$ cat src/rtl/seq_barrel_shifter.sv
`default_nettype none
// ============================================================================
// Module      : seq_barrel_shifter
// Description : Multi-mode shift/rotate register with a start/busy/done
//               handshake. Performs 'amount' single-bit steps, one per clock
//               (LSL, LSR, ASR, ROR). The parallel-loaded word is held in Q.
// Revision    : 1.0 - initial release
// ============================================================================
module seq_barrel_shifter #(
  parameter int WIDTH = 8,
  parameter int AMT_W = 4
) (
  input  logic             clk,
  input  logic             reset_n,
  input  logic             load_n,
  input  logic [WIDTH-1:0] load_val,
  input  logic             start,
  input  logic [1:0]       mode,
  input  logic [AMT_W-1:0] amount,
  output logic             busy,
  output logic             done,
  output logic [WIDTH-1:0] Q
);

  localparam logic [1:0] S_IDLE  = 2'd0;
  localparam logic [1:0] S_SHIFT = 2'd1;
  localparam logic [1:0] S_DONE  = 2'd2;

  localparam logic [1:0] M_LSL = 2'b00;
  localparam logic [1:0] M_LSR = 2'b01;
  localparam logic [1:0] M_ASR = 2'b10;
  localparam logic [1:0] M_ROR = 2'b11;

  localparam logic [AMT_W-1:0] c_AMT_ZERO = '0;
  localparam logic [AMT_W-1:0] c_AMT_ONE  = {{(AMT_W-1){1'b0}}, 1'b1};

  logic [1:0]       state_q, state_d;
  logic [AMT_W-1:0] count_q, count_d;
  logic [1:0]       mode_q,  mode_d;
  logic [WIDTH-1:0] data_q,  data_d;
  logic [WIDTH-1:0] w_step;

  // Single-bit step of the held word, selected by the latched mode
  always_comb begin
    w_step = data_q;
    case (mode_q)
      M_LSL:   w_step = {data_q[WIDTH-2:0], 1'b0};
      M_LSR:   w_step = {1'b0, data_q[WIDTH-1:1]};
      M_ASR:   w_step = {data_q[WIDTH-1], data_q[WIDTH-1:1]};
      M_ROR:   w_step = {data_q[0], data_q[WIDTH-1:1]};
      default: w_step = data_q;
    endcase
  end

  // State and datapath registers; async reset aborts any operation at once
  always_ff @(posedge clk or negedge reset_n) begin
    if (!reset_n) begin
      state_q <= S_IDLE;
      count_q <= '0;
      mode_q  <= M_LSL;
      data_q  <= '0;
    end else begin
      state_q <= state_d;
      count_q <= count_d;
      mode_q  <= mode_d;
      data_q  <= data_d;
    end
  end

  // Next-state and datapath update; load wins over start in IDLE
  always_comb begin
    state_d = state_q;
    count_d = count_q;
    mode_d  = mode_q;
    data_d  = data_q;
    case (state_q)
      S_IDLE: begin
        if (!load_n) begin
          data_d = load_val;
        end else if (start) begin
          if (amount != c_AMT_ZERO) begin
            mode_d  = mode;
            count_d = amount;
            state_d = S_SHIFT;
          end else begin
            state_d = S_DONE;
          end
        end
      end
      S_SHIFT: begin
        data_d  = w_step;
        count_d = count_q - c_AMT_ONE;
        if (count_q == c_AMT_ONE) begin
          state_d = S_DONE;
        end
      end
      S_DONE: begin
        state_d = S_IDLE;
      end
      default: begin
        state_d = S_IDLE;
      end
    endcase
  end

  // Handshake outputs decoded from the current state
  always_comb begin
    busy = (state_q == S_SHIFT);
    done = (state_q == S_DONE);
    Q    = data_q;
  end

endmodule
`default_nettype wire
$ cat config.mk
export PLATFORM = sky130hd
export DESIGN_NAME = seq_barrel_shifter
export DESIGN_NICKNAME = d
export VERILOG_FILES = /design/src/rtl/seq_barrel_shifter.sv
export SDC_FILE = /design/constraint.sdc
export NUM_CORES = 1
export LEC_CHECK = 0
export CORE_UTILIZATION = 47
export DETAILED_ROUTE_END_ITERATION = 7
export PLACE_DENSITY = 0.8
export SKIP_LAST_GASP = 1
export SLEW_MARGIN = 20
export SYNTH_ARGS = -nofsm -noshare
export SYNTH_HDL_FRONTEND = slang
export SYNTH_SLANG_ARGS = --single-unit
$ cat constraint.sdc
create_clock -name clk -period 2.14 [get_ports clk]
set_clock_uncertainty 0.2 [all_clocks]
set_input_delay 0.214 -clock clk [delete_from_list [all_inputs] [get_ports clk]]
set_output_delay 0.214 -clock clk [all_outputs]
set_load 0.01 [all_outputs]
# Word level (Yosys, flattened, before mapping)
# Index checks and enable logic that the tools add are counted.
[word_totals]
regBits = 16
in_bits = 18
output_inout_bits = 10
wordCells = 39
[op_classes]
add_sub_neg = 1
eq_ne = 12
mux = 12
reduce_logical = 9
[op_table]
columns = ["cell", "count"]
rows = [
  ["$pmux W8 S4", 1],
  ["$pmux W8 S2", 1],
  ["$mux W4", 3],
  ["$ne A2 B2 Y1 const B", 5],
  ["$mux W2", 4],
  ["$mux W8", 1],
  ["$pmux W4 S2", 1],
  ["$reduce_and A4 Y1", 2],
  ["$eq A2 B2 Y1 const B", 3],
  ["$reduce_and A3 Y1", 2],
  ["$eq A2 B1 Y1 const B", 2],
  ["$eq A4 B1 Y1 const B", 1],
  ["$logic_not A2 Y1", 2],
  ["$pmux W2 S2", 1],
  ["$reduce_bool A4 Y1", 1],
  ["$sub A4 B1 Y4 const B", 1],
  ["$ne A2 B1 Y1 const B", 1],
  ["$reduce_and A2 Y1", 1],
  ["$reduce_bool A2 Y1", 1],
]

# Longest topological paths before layout
[depth]
word_depth = 5
depth_mapped = 5
mapped_depth_nobuf = 5

# Least setup slack after synthesis
# OpenSTA, ideal clock, no wires.
[synth_timing]
path_kind = "register to register"
startpoint = "register state_q[0]"
endpoint = "register mode_q[0]"
setup_ns = 0.125
arrival_time_ns = 1.192
required_ns = 1.815
path_slack_ns = 0.623
stages_incl_launch_ff = 5
path_buffers = 0
period_less_slack_ns = 1.517
cell_sequence = "dfrtp_1 -> or2b_4 -> inv_4 -> nor3_4 -> mux2_4"
[synth_between]
elab_chain_len = 2
[synth_lines]
columns = ["item", "line", "source"]
rows = [
  ["start, declared", "37", "logic [1:0] state_q, state_d;"],
  ["start signal, assigned", "63", "state_q <= state_d;"],
  ["$logic_not A2 Y1", "76", "case (state_q)"],
  ["$reduce_and A4 Y1 (no source line)", "-", ""],
  ["end signal, assigned", "65", "mode_q <= mode_d;"],
  ["end, declared", "39", "logic [1:0] mode_q, mode_d;"],
]
# No other way between the ends.
# A chain may end at the register's enable or synchronous reset.

# Worst setup path after layout
[layout_timing]
startpoint = "register state_q[1]"
endpoint = "output port done"
[layout_between]
elab_chain_len = 1
[layout_lines]
columns = ["item", "line", "source"]
rows = [
  ["$eq A2 B2 Y1", "109", "done = (state_q == S_DONE);"],
  ["end, declared", "21", "output logic done,"],
]
# No other way between the ends.

==> run_results.csv <==
group,metric,value,unit
logic_synthesis,ys_types,34,
place,place_congestion,0.8516,
logic_synthesis,synth_edf_count,0,
drt,detail_route.wl_per_cell,14.53,um
logic_synthesis,synthFlopType,"dfrtp_1",
timing,rsz0062_at_grt,"no",
global_routing,grt_pass1_vias,950,
place,placed_cells_incl_taps,158,
global_routing,grt_overflow,0,
clock_network,clkTransAtPathRegs,0.09,ns
setup_path,crit_fanout,17,
global_routing,grt_util_met1,28.63,%
floorplan,die-area,2377,um2
timing,setup-tns-final,0,ns
clock_network,cts.sinks,16,
pwr,vdd_ir_drop_max,0.0009335,V
place,dpl_cell_area,1343,um2
setup_path,crit_required,1.73,ns
logic_synthesis,ys_warn_count,0,
final_layout,finalNonFillerCells,161,
pwr,leakage,0.0005765,uW
logic_synthesis,synth_cells,104,
clock_network,cts_root_buffer,"clkbuf_4",
setup_path,r2r-start,"state_q[1]",
logic_synthesis,syn_nets,124,
clock_network,cts-hold-fix-buffers,0,
drt,num_vias,925,
clock_network,cts_buffer_depth,2,
final_layout,nets,156,
clock_network,cts_tree,"yes",
drt,ant_nets,0,
floorplan,initial_utilization,51.31,%
global_routing,antenna_found_initial,0,
global_routing,met3_usage,3.774,%
timing,slew_violations,0,
logic_synthesis,syn_avg_cell_area,9.877,um2
logic_synthesis,async_reset_ff_share,100.0,%
logic_synthesis,ys_ff_latch,16,
logic_synthesis,seq_area_frac_synth,38.98,%
logic_synthesis,synth.cell_area,1027,um2
global_routing,track_usage,22.28,%
floorplan,core_area,2002,um2
drt,drtPass1Iterations,4,
clock_network,htreeDepth,1,
final_layout,fill_cells,164,
final_layout,final_common_cell,"clkdlybuf4s50_1",
floorplan,ios,28,
drt,vias_per_cell,5.745,
drt,route.detailed.drc,0,
timing,setup_violations,0,
final_layout,postLayoutCellArea,1370,um2
setup_path,crit_start,"state_q[1]",
clock_network,cts_buffers,3,
logic_synthesis,synthTopCellsByArea,"dfrtp_1 39%, mux2i_1 6.8%, a21oi_1 5.8%",
timing,tightest_slew,0.4248,ns
final_layout,drive_above_1_share,11.19,%
global_routing,grt_pass1_wl,4.167,mm
setup_path,worstSetupEndpointType,"output pin",
global_routing,grt_max_degree,18,
final_layout,syn_to_final_growth,33.37,%
logic_synthesis,synth_top_area_cell,"dfrtp_1",
clock_network,clock_latency,0.29,ns
setup_path,crit_type,"flip-flop to output pin",
run_status,outcome,"complete, no violations",
final_layout,seqCellArea,400.4,um2
place,dp_hpwl,1.694,mm
floorplan,die_w,48.75,um
floorplan,num_rows,16,
setup_path,start_kind,"flip-flop",
timing,post-route-period-util,94.45,%
place,portBuffers,27,
timing,fin_crit,2.021,ns
timing,relSlewSlack,71.47,%
drt,drtIter0Drc,12,
final_layout,most-common-layout-cells,"26 x clkdlybuf4s50_1, 16 x dfrtp_1, 12 x a21oi_1, 10 x inv_1",
global_routing,grt_busiest_layer,"met2",
logic_synthesis,synth_top_area_share,38.98,%
timing,hold_viol_final,0,
job,maxCapViolations,0,
drt,drt-total-wl,2.339,mm
global_routing,use_met2,37.96,%
final_layout,multi_input_area,564.3,um2
setup_path,crit_arrival,1.61,ns
floorplan,die_h,48.75,um
worst_hold_path,hold_path.class,"input pin to asynchronous set/reset pin",
final_layout,diodes,0,
pwr,cellPowerDensity,1287,nW/um2
timing,max_freq,494.8,MHz
==> path summary, 6_finish.rpt <==
kind / slack [ns] / to / depth (start not counted)
setup / recovery: 0.12 / done / 4
max in group asynchronous: 1.52 / count_q[3] / 2
hold / removal: 0.04 / Q[0] / 2
setup reg to reg: 0.40 / mode_q[1] / 4
min in group clk: 0.33 / Q[7] / 1
hold reg to reg: 0.33 / Q[7] / 1
==> stage by stage <==
stage / power [uW] / hold slack, ns / utilization, % / setup slack [ns]
after floorplan: 1249 / -0.2816 / - / 0.6229
after global placement: 1581 / 0.3041 / 67.06 / 0.2922
after detailed placement: 1605 / 0.3130 / 67.06 / 0.2597
after CTS: 1770 / 0.04716 / 68.19 / 0.005369
after global routing: 1918 / 0.03953 / 68.44 / 0.02788
final: 1763 / 0.03819 / 68.44 / 0.1188
==> cells in the mapped netlist (3+ instances only) <==
master    count
mux2i_1       7
a221oi_1      6
a22oi_1       3
buf_2         3
nor3_1        3
inv_1        10
a21oi_1      12
nand2b_1      7
o21ai_0       4
or3_1         6
dfrtp_1      16
==> critical path: stages (launching register included) <==
cell and delay (ns):
dfrtp_1 0.37, buf_4 0.21, inv_1 0.11, nor2_1 0.10, clkdlybuf4s50_1 0.54
==> flip-flops by register name, indices dropped and copies added, names as in the netlist <==
name     flops
count_q      4
mode_q       2
Q            8
state_q      2
==> per-layer routing <==
metal	up-vias	wire, um
met4	0	23
met1	447	1052
met5	-	0
met2	29	1165
met3	2	98
li1	447	-
==> power breakdown <==
part	leakage [uW]	internal [uW]	switching, uW
registers	0.000182	452	161
logic	0.000380	537	457
clock network	0.0000138	65.5	91.3
total	0.000576	1050	709
==> repair_timing <==
item,in CTS,in global routing
setup buffers,0,0
setup endpoints to repair,0,1
resized for setup,0,2
==> cells by family after synthesis <==
group                      after synthesis  synth area share (%)
adders and majority gates                2                 2.436
AOI/OAI and AO/OA                       31                 20.10
buffers and inverters                   15                 6.090
muxes                                    9                 9.745
xor gates and xnor gates                 2                 1.706
and+or+nand+nor                         29                 20.95
DFF                                     16                 38.98
==> area by class of cell <==
type                       count  area share (%)
clock buffer                   3           1.644
sequential                    16           29.22
tap                           27           2.466
timing repair buffer          31           22.10
inverter                      11           3.379
multi-input combinational     73           41.19
(Power assumes the default switching activity.)
